--- src/rtl/lbist_ctrl.sv ---
// lbist_ctrl: logic-BIST sequencer for an LFSR pattern generator (rpg), the CUT and a
// response MISR. A start request resets rpg and the MISR, applies PATTERNS patterns,
// flushes the CUT pipeline for FLUSH_CYC cycles, then compares the MISR signature with
// GOLDEN. It also checks that rpg_end arrives exactly at RUN cycle END_AT.
//
// Ports:
//   clk        clock, all state updates on posedge
//   rst        asynchronous active-high reset
//   start      launches a test from IDLE or DONE
//   abort      returns to IDLE from any state (wins over start)
//   rpg_end    end-of-cycle pulse from rpg
//   signature  current MISR contents
//   rpg_rst    holds rpg at its seed while high
//   misr_rst   synchronous clear to the MISR
//   misr_en    MISR capture enable
//   test_mode  routes LFSR patterns into the CUT
//   busy       high in INIT/RUN/FLUSH/CMP
//   done       high in DONE
//   pass       result, valid while done
//   seq_err    rpg_end timing fault, valid while done
//   pat_cnt    patterns applied so far (saturating)
module lbist_ctrl #(
    parameter int unsigned          BITS      = 4,
    parameter int unsigned          SIG_BITS  = 4,
    parameter int unsigned          PATTERNS  = (1 << BITS) - 1,
    parameter int unsigned          FLUSH_CYC = 2,
    parameter int unsigned          END_AT    = 1,
    parameter logic [SIG_BITS-1:0]  GOLDEN    = '0
) (
    input  logic                              clk,
    input  logic                              rst,
    input  logic                              start,
    input  logic                              abort,
    input  logic                              rpg_end,
    input  logic [SIG_BITS-1:0]               signature,
    output logic                              rpg_rst,
    output logic                              misr_rst,
    output logic                              misr_en,
    output logic                              test_mode,
    output logic                              busy,
    output logic                              done,
    output logic                              pass,
    output logic                              seq_err,
    output logic [$clog2(PATTERNS+1)-1:0]     pat_cnt
);

    localparam int unsigned PW     = $clog2(PATTERNS + 1);
    localparam int unsigned CntMax = (PATTERNS > FLUSH_CYC) ? PATTERNS : FLUSH_CYC;
    localparam int unsigned CW     = $clog2(CntMax + 1);

    localparam logic [CW-1:0] RunLast   = CW'(PATTERNS - 1);
    localparam logic [CW-1:0] FlushLast = CW'(FLUSH_CYC - 1);
    localparam logic [CW-1:0] EndAt     = CW'(END_AT);
    localparam logic [PW-1:0] PatMax    = PW'(PATTERNS);

    localparam logic [2:0] StIdle  = 3'd0;
    localparam logic [2:0] StInit  = 3'd1;
    localparam logic [2:0] StRun   = 3'd2;
    localparam logic [2:0] StFlush = 3'd3;
    localparam logic [2:0] StCmp   = 3'd4;
    localparam logic [2:0] StDone  = 3'd5;

    logic [2:0]    state_q, state_d;
    logic [CW-1:0] cnt_q, cnt_d;
    logic [PW-1:0] pat_cnt_q, pat_cnt_d;
    logic          end_seen_q, end_seen_d;
    logic          seq_err_q, seq_err_d;
    logic          pass_q, pass_d;

    always_comb begin
        state_d    = state_q;
        cnt_d      = cnt_q;
        pat_cnt_d  = pat_cnt_q;
        end_seen_d = end_seen_q;
        seq_err_d  = seq_err_q;
        pass_d     = pass_q;

        if (abort) begin
            state_d   = StIdle;
            pass_d    = 1'b0;
            seq_err_d = 1'b0;
        end else begin
            case (state_q)
                StIdle: begin
                    if (start) state_d = StInit;
                end
                StInit: begin
                    cnt_d      = '0;
                    pat_cnt_d  = '0;
                    end_seen_d = 1'b0;
                    seq_err_d  = 1'b0;
                    pass_d     = 1'b0;
                    state_d    = StRun;
                end
                StRun: begin
                    cnt_d = cnt_q + 1'b1;
                    if (pat_cnt_q != PatMax) pat_cnt_d = pat_cnt_q + 1'b1;
                    if (rpg_end) begin
                        if (cnt_q == EndAt) end_seen_d = 1'b1;
                        else                seq_err_d  = 1'b1;
                    end
                    if (cnt_q == RunLast) begin
                        cnt_d   = '0;  // reused as the flush counter
                        state_d = StFlush;
                    end
                end
                StFlush: begin
                    cnt_d = cnt_q + 1'b1;
                    if (cnt_q == FlushLast) begin
                        cnt_d   = '0;
                        state_d = StCmp;
                    end
                end
                StCmp: begin
                    // a missing end pulse is a sequencing fault too
                    seq_err_d = seq_err_q | ~end_seen_q;
                    pass_d    = (signature == GOLDEN) && !seq_err_d;
                    state_d   = StDone;
                end
                StDone: begin
                    if (start) state_d = StInit;
                end
                default: state_d = StIdle;
            endcase
        end
    end

    always_ff @(posedge clk or posedge rst) begin
        if (rst) begin
            state_q    <= StIdle;
            cnt_q      <= '0;
            pat_cnt_q  <= '0;
            end_seen_q <= 1'b0;
            seq_err_q  <= 1'b0;
            pass_q     <= 1'b0;
        end else begin
            state_q    <= state_d;
            cnt_q      <= cnt_d;
            pat_cnt_q  <= pat_cnt_d;
            end_seen_q <= end_seen_d;
            seq_err_q  <= seq_err_d;
            pass_q     <= pass_d;
        end
    end

    // Outputs decode only registered state, so rst reaches them without a clock.
    always_comb begin
        rpg_rst   = (state_q == StIdle) || (state_q == StInit) ||
                    (state_q == StCmp)  || (state_q == StDone);
        misr_rst  = (state_q == StIdle) || (state_q == StInit);
        misr_en   = (state_q == StRun)  || (state_q == StFlush);
        test_mode = (state_q == StRun)  || (state_q == StFlush);
        busy      = (state_q == StInit) || (state_q == StRun) ||
                    (state_q == StFlush) || (state_q == StCmp);
        done      = (state_q == StDone);
        pass      = pass_q;
        seq_err   = seq_err_q;
        pat_cnt   = pat_cnt_q;
    end

endmodule

--- config.mk ---
export PLATFORM = sky130hd
export DESIGN_NAME = lbist_ctrl
export DESIGN_NICKNAME = d
export VERILOG_FILES = /design/src/rtl/lbist_ctrl.sv
export SDC_FILE = /design/constraint.sdc
export NUM_CORES = 1
export LEC_CHECK = 0
export ABC_AREA = 1
export CAP_MARGIN = 20
export CORE_MARGIN = 1
export CORE_UTILIZATION = 50
export CTS_CLUSTER_DIAMETER = 200
export CTS_CLUSTER_SIZE = 24
export DETAILED_ROUTE_END_ITERATION = 8
export GPL_ROUTABILITY_DRIVEN = 1
export PLACE_DENSITY = 0.78
export REMOVE_ABC_BUFFERS = 1
export SLEW_MARGIN = 40
export SYNTH_ARGS = -nofsm -noshare
export SYNTH_HDL_FRONTEND = slang
export SYNTH_SLANG_ARGS = --single-unit
export TNS_END_PERCENT = 5
--- constraint.sdc ---
create_clock -name clk -period 1.6 [get_ports clk]
set_input_delay 0.4 -clock clk [delete_from_list [all_inputs] [get_ports clk]]
set_output_delay 0.4 -clock clk [all_outputs]
set_load 0.03 [all_outputs]
==> results of run 1 <==
cells by family (layout without fill, tap and decap cells):
kind of cell	Yosys count	count (layout)	share of synthesized area, %
buf+inv	19	48	8.261
simple gates	95	95	48.95
compound gates	12	12	6.165
fa+ha+maj	1	1	1.233
xor+xnor	1	1	0.8633
flops	14	14	34.53
state kept, by name, summed over array words and instances, names as in the netlist:
name,flops
seq_err,1
pat_cnt,4
pass,1
cnt_q,4
end_seen_q,1
state_q,3
final timing paths:
check / from / end
max: state_q[1]$_DFFE_PP0P_ / busy
min: rst / pat_cnt[1]$_DFFE_PP0P_
max reg2reg: state_q[2]$_DFFE_PP0P_ / pat_cnt[3]$_DFFE_PP0P_
min reg2reg: end_seen_q$_DFFE_PP0P_ / end_seen_q$_DFFE_PP0P_
max in group asynchronous: rst / state_q[0]$_DFFE_PP0P_
min in group clk: end_seen_q$_DFFE_PP0P_ / end_seen_q$_DFFE_PP0P_
metal layers:
layer  wire length [um]  GRT usage [%]  vias to the layer above
met5                  0              0                        -
met4                 34          7.429                        0
met3                 92          7.308                        7
met2               1208          40.28                       29
met1               1087          28.54                      475
li1                   -              -                      516
layout by cell type, fill, tap and decap left out, types with 2 or more instances in the layout:
cell,instances
nand2_1,43
nor2_1,12
inv_1,11
dfrtp_1,11
buf_4,11
nand3_1,9
clkdlybuf4s50_1,8
nand4_1,6
nand2_2,6
dlygate4sd2_1,6
nand2_4,5
o21ai_1,5
nor2_4,4
inv_2,4
o21ai_0,4
buf_6,4
nor3_1,3
clkbuf_4,3
dfrtp_2,3
a21oi_1,2
nand3_2,2
synth_stat cells, drive strengths merged:
library cell | number | area [um2]
a21oi | 2 | 10.01
buf | 3 | 23.77
dfrtp | 14 | 350.3
ha | 1 | 12.51
inv | 16 | 60.06
nand2 | 54 | 245.2
nand3 | 12 | 77.58
nand3b | 1 | 7.510
nand4 | 6 | 37.54
nor2 | 17 | 102.6
nor3 | 4 | 20.02
o211ai | 1 | 7.510
o21ai | 9 | 45.04
or2 | 1 | 6.260
xor2 | 1 | 8.760
power by group:
group | switching, uW | total (uW) | internal (uW) | leakage, uW
registers | 149 | 601 | 452 | 0.000186
logic | 872 | 1390 | 521 | 0.000472
clock network | 101 | 189 | 87.2 | 0.0000138
total | 1120 | 2180 | 1060 | 0.000672
repair_timing:
action                                  in CTS  in global routing
endpoints found under the setup margin      10                  4
pin swaps                                    0                  1
buffers inserted                             0                  5
resized for setup                           12                  9
cloned                                       0                  0
through the flow:
stage | utilization (%) | instance area, um2
2_1_floorplan | - | 991.0
3_3_place_gp | 67.97 | 1237
3_5_place_dp | 67.97 | 1237
4_1_cts | 69.55 | 1266
5_1_grt | 73.54 | 1339
6_report | 73.54 | 1339
critical path, stage by stage, from the launching register on:
cell     delay (ps)
dfrtp_2         490
nor2_4          120
nand2_2         100
nand3_2         100
buf_6           130
final cells by class:
| class | count | area share, % |
|---|---|---|
| Multi-Input combinational cell | 109 | 45.42 |
| Sequential cell | 14 | 26.45 |
| Timing Repair Buffer | 29 | 19.44 |
| Inverter | 16 | 4.673 |
| Tap cell | 25 | 2.336 |
| Clock buffer | 3 | 1.682 |
==> metrics.cfg, run 1 <==
[cts]
clkTransAtPathRegs_ps = 80
cts.sinks = 14
cts_root_buffer = clkbuf_4
clk_latency_ps = 280
htreeDepth = 1
cts_hold_buf = 0
cts_made_buffers = 3
clk_path_buf_depth = 2
cts_tree = yes

[power]
power.density_nw_per_um2 = 1630
max-vdd-ir-drop_v = 0.001241
total_power_uw = 2183
p_leak_uw = 0.0006719

[timing]
finalHoldViolations = 0
fin_hold_ws_ps = 408.5
setup_ws_ps = -14.72
setup_viol = 1
rsz0062_at_grt = yes
final_max_slew_viol_count = 0
period_share_pct = 100.9
slew_headroom_pct = 77.70
max_clock_freq_mhz = 619.3
fin_skew_ps = 5.906
tightest_slew_ps = 335.9
fin_crit_ps = 1615
setup_tns_ps = -14.72

[die]
row_count = 15
io_pins = 21
initial_utilization_pct = 55.74
core_area_um2 = 1821
die_area_um2 = 2214
fp.dieH_um = 47.05
die_x_um = 47.05

[drt]
routedWlPerCell_um = 12.36
avgViaCountPerCell = 5.240
finalWirelength_mm = 2.422
dr.first_iter.drc_count = 30
num_vias = 1027
ant_nets = 0
firstDrtPassIters = 4
drc = 0

[synth]
synthCells = 142
ys_seq_area_share_pct = 34.53
synth_warnings = 0
synth_area_um2 = 1015
ys_types = 25
ys_seq_elements = 14
avgSynthCellArea_um2 = 7.146

[placed_design]
dpl.hpwl_mm = 1.770
portBuffers = 20
placedCellCount = 188
gp_congestion = 0.9056
dp_slack_ps = -36.01

[setup_path]
crit_required_ps = 1200
arrival_ps = 1210
r2r_cells = 9
reg2reg_slack_ps = 150
critPathLaunchType = register
critPathKind = register to primary output
endpoint_kind = primary output
crit_fanout = 7

[hold_path]
hp-class = primary input to async pin

[run_status]
violations = setup timing
status = finished, violations left

[job]
max_cap_violations = 0

[cells_and_area]
drive_gt1_share_pct = 26.90
nets = 183
regArea_um2 = 354.1
fillCellCount = 142
antenna_cells = 0
multi_input_area_um2 = 608.1
final_cells = 196
syn2layout_area_growth_pct = 31.94

[global_routing]
grt_max_degree = 15
overflow = 0
grt_first_pass_wirelength_mm = 3.663
grt.total_usage_pct = 23.67
grt_pass1_vias = 849
grt_antenna_before_repair = 0

Power figures use the tool's default switching activity.
==> inputs of run 2 (changes only) <==
CAP_MARGIN = 10   (was 20)
DONT_BUFFER_PORTS = 1   (was not set)
MAX_ROUTING_LAYER = met4   (was not set)
PLACE_DENSITY = not set   (was 0.78)
==> run 2 against run 1 <==
Compared with the run above: the run now ends clean; final area decreased by 13%; global-route usage decreased by 0.24 points; via count decreased by 7.3%; count of clock-buffer cells in the layout unchanged; die area unchanged; setup slack improved by 36 ps; sequential power decreased by 0.7%; largest power group unchanged.
==> metrics.cfg, run 2 (same netlist as run 1, synthesis figures left out) <==
[run_status]
status = finished, final reports clean

[cells_and_area]
final_cell_mix = 44 x nand2_1, 12 x nor2_1, 11 x inv_1, 11 x dfrtp_1, 9 x nand3_1
final_cells = 176
final_common_cell = nand2_1
antenna_cells = 0
fillCellCount = 179
nets = 163
drive_gt1_share_pct = 25.83
syn2layout_area_growth_pct = 14.43

[setup_path]
crit_family = flip-flops
endpoint_kind = primary output
critPathLaunchType = register
critPathBufInv = 2
crit_required_ps = 1200
critPathKind = register to primary output
crit_fanout = 5
cpMaxStageDelayCell = dfrtp_2
crit_chain = buf_4 > nor2_8 > buf_12
slowest_delay_ps = 450
arrival_ps = 1180

[timing]
period_share_pct = 98.70
finalHoldViolations = 0
slew_headroom_pct = 64.21
fin_skew_ps = 3.897
max_clock_freq_mhz = 633.2
fin_crit_ps = 1579
setup_viol = 0
tightest_slew_ps = 536.3
final_max_slew_viol_count = 0
fin_hold_ws_ps = 44.37
rsz0062_at_grt = yes

[hold_path]
hp-class = primary input to async pin

[global_routing]
overflow = 0
grt_antenna_before_repair = 0
grt.total_usage_pct = 23.43
grt_pass1_vias = 810
grt_first_pass_wirelength_mm = 3.470
grt_max_degree = 15

[cts]
clk_latency_ps = 280
cts_root_buffer = clkbuf_4
cts_tree = yes
clkTransAtPathRegs_ps = 80
clk_path_buf_depth = 2
htreeDepth = 1
cts_made_buffers = 3
cts.sinks = 14

[drt]
finalWirelength_mm = 2.191
drc = 0
avgViaCountPerCell = 5.409
num_vias = 952
routedWlPerCell_um = 12.45
ant_nets = 0
firstDrtPassIters = 4
dr.first_iter.drc_count = 27

[placed_design]
portBuffers = 0
gp_congestion = 0.8212
dpl.hpwl_mm = 1.614
placedCellCount = 172

[die]
io_pins = 21
fp.dieH_um = 47.05
row_count = 15
die_x_um = 47.05
initial_utilization_pct = 55.74
core_area_um2 = 1821
die_area_um2 = 2214

[power]
seq_power_share_pct = 29.3
p_leak_uw = 0.0005634
power.density_nw_per_um2 = 1757
max-vdd-ir-drop_v = 0.0008354
combPwrFrac_pct = 61.1
clkPwrFrac_pct = 9.6
switching_share_pct = 53.34
p_switching_uw = 1088
internal-power_uw = 951.7

[job]
max_cap_violations = 0

==> run 2: changes by cell type in the layout (fill, tap and decap cells not counted), sizes merged <==
cell,change
clkdlybuf4s50,-8
buf,-6
dlygate4sd2,-6
==> run 2: stage by stage <==
stage | cell area [um2] | total power, uW | setup WS (ps) | setup TNS [ps] | util (%)
floorplan | 991.0 | 1446 | -157.0 | -157.0 | -
global placement | 1082 | 1686 | 206.5 | 0 | 59.45
CTS | 1131 | 1962 | 9.062 | 0 | 62.13
finish | 1161 | 2040 | 20.81 | 0 | 63.78
global route | 1161 | 2194 | -22.79 | -85.09 | 63.78
detailed placement | 1082 | 1697 | 159.8 | 0 | 59.45
==> run 2: power by group through the flow <==
stage / sequential, uW / combinational (uW) / clock [uW]
final: 597 / 1250 / 196
after global routing: 611 / 1360 / 218
after CTS: 586 / 1170 / 203
after detailed placement: 579 / 1120 / 0
after global placement: 579 / 1110 / 0
after floorplan: 621 / 825 / 0
==> run 2: worst paths after layout <==
| kind | slack [ps] | end | depth (start not counted) | startpoint |
|---|---|---|---|---|
| setup / recovery | 20 | test_mode | 3 | state_q[2]$_DFFE_PP0P_ |
| min in group clk | 270 | state_q[2]$_DFFE_PP0P_ | 3 | abort |
| max in group asynchronous | 1170 | state_q[0]$_DFFE_PP0P_ | 1 | rst |
| hold reg to reg | 480 | end_seen_q$_DFFE_PP0P_ | 2 | end_seen_q$_DFFE_PP0P_ |
| hold / removal | 40 | pat_cnt[2]$_DFFE_PP0P_ | 1 | rst |
| setup reg to reg | 210 | cnt_q[1]$_DFFE_PP0P_ | 7 | state_q[2]$_DFFE_PP0P_ |
==> run 2: metal layers <==
layer	vias to the layer above	track usage, %	wire length, um
met5	-	-	0
met4	0	3.429	0
met3	0	6.538	117
met2	32	36.94	1057
met1	445	30.70	1017
li1	475	-	-
==> run 2: layout make-up <==
type	instances	area [um2]	area share, %
clock buffer	3	22.52	1.940
inverter	16	65.06	5.603
multi-input combinational	109	608.1	52.37
sequential	14	354.1	30.50
tap	25	31.28	2.694
timing repair buffer	9	80.08	6.897
==> run 2: what timing repair did <==
| item | CTS | global route |
|---|---|---|
| hold buffers | 0 | 0 |
| buffers inserted | 0 | 1 |
| gates resized for setup | 8 | 6 |
| setup endpoints to repair | 4 | 5 |
==> inputs of run 3 (changes only) <==
TNS_END_PERCENT = not set   (was 5)
==> run 3 against run 2 <==
Compared with the run above: routed wire length rose by 4.8%; sequential power barely moved; clock power barely moved.
==> metrics.cfg, run 3 (same netlist as run 1, synthesis figures left out) <==
[drt]
num_vias = 975
routedWlPerCell_um = 12.90
finalWirelength_mm = 2.297
avgViaCountPerCell = 5.478
drc = 0
dr.first_iter.drc_count = 22
ant_nets = 0
firstDrtPassIters = 5

[setup_path]
r2r-start = state_q[2]$_DFFE_PP0P_
critPathKind = register to primary output
reg2reg_slack_ps = 200
crit_fanout = 4
crit_required_ps = 1200
critPathLaunchType = register
timing.rr.end = cnt_q[1]$_DFFE_PP0P_
endpoint_kind = primary output
arrival_ps = 1160
r2r_cells = 7

[power]
power.density_nw_per_um2 = 1774
p_leak_uw = 0.0005818
total_power_uw = 2096
max-vdd-ir-drop_v = 0.0009977

[timing]
finalHoldViolations = 0
fin_hold_ws_ps = 47.19
fin_skew_ps = 1.705
final_max_slew_viol_count = 0
setup_tns_ps = 0
slew_headroom_pct = 64.16
fin_crit_ps = 1565
setup_ws_ps = 35.40
tightest_slew_ps = 537.0
setup_viol = 0
max_clock_freq_mhz = 639.1
rsz0062_at_grt = yes
period_share_pct = 97.79

[cells_and_area]
final_common_cell = nand2_1
antenna_cells = 0
regArea_um2 = 354.1
drive_gt1_share_pct = 26.80
multi_input_area_um2 = 613.1
fillCellCount = 180
final_cells = 178
syn2layout_area_growth_pct = 16.40
final_cell_mix = 44 x nand2_1, 12 x nor2_1, 11 x inv_1, 11 x dfrtp_1, 10 x buf_4
nets = 165

[die]
initial_utilization_pct = 55.74
die_x_um = 47.05
fp.dieH_um = 47.05
io_pins = 21
row_count = 15
die_area_um2 = 2214
core_area_um2 = 1821

[hold_path]
hp-class = primary input to async pin

[cts]
cts.sinks = 14
htreeDepth = 1
clkTransAtPathRegs_ps = 80
clk_path_buf_depth = 2
cts_root_buffer = clkbuf_4
clk_latency_ps = 270
cts_hold_buf = 0
cts_tree = yes
cts_made_buffers = 3

[global_routing]
use_met2_pct = 36.94
grt_pass1_vias = 810
grt_first_pass_wirelength_mm = 3.470
use_met1_pct = 30.70
grt.total_usage_pct = 23.43
busiest_layer = met2
grt_antenna_before_repair = 0
overflow = 0
met3_usage_pct = 6.538
grt_max_degree = 15

[placed_design]
gp_congestion = 0.8212
portBuffers = 0
placedCellCount = 172
dp_slack_ps = 159.8
dpl.hpwl_mm = 1.614

[run_status]
status = finished, final reports clean

[job]
max_cap_violations = 0

[run 3: layout make-up]
class	count	share of cell area, %
Multi-Input combinational cell	109	51.91
Sequential cell	14	29.98
Timing Repair Buffer	11	8.051
Inverter	16	5.508
Tap cell	25	2.648
Clock buffer	3	1.907
[run 3: how the worst max path moves through the flow]
stage                           start   endpoint  slack [ps]  cells past startpoint
2_1_floorplan  state_q[2]$_DFFE_PP0P_       done        -160                      2
3_3_place_gp   state_q[1]$_DFFE_PP0P_       busy         210                      3
3_5_place_dp   state_q[1]$_DFFE_PP0P_       busy         160                      3
4_1_cts        state_q[2]$_DFFE_PP0P_  test_mode           9                      3
5_1_grt        state_q[2]$_DFFE_PP0P_       busy         -20                      3
6_report       state_q[2]$_DFFE_PP0P_  test_mode          40                      3
[run 3: timing repair]
item,CTS,global route
endpoints found under the setup margin,4,5
gates resized for setup,8,7
setup buffers,0,3
[run 3: through the flow]
stage	area, um2	utilization [%]
floorplan	991.0	-
CTS	1131	62.13
global route	1181	64.88
detailed placement	1082	59.45
finish	1181	64.88
global placement	1082	59.45
[run 3: critical path: stages, from the launching register on]
cell     delay (ps)
dfrtp_2         440
buf_4           160
nor2_8          130
buf_12          150
[run 3: metal layers]
metal / share of wire (%) / wire length (um) / vias to the layer above
met4: 0 / 0 / 0
met3: 6.5 / 150 / 0
li1: - / - / 483
met1: 43 / 999 / 451
met2: 50 / 1147 / 41
met5: 0 / 0 / -
[run 3: report_power, final]
part | switching, uW | internal [uW]
sequential | 145 | 451
combinational | 863 | 442
clock | 107 | 87.2
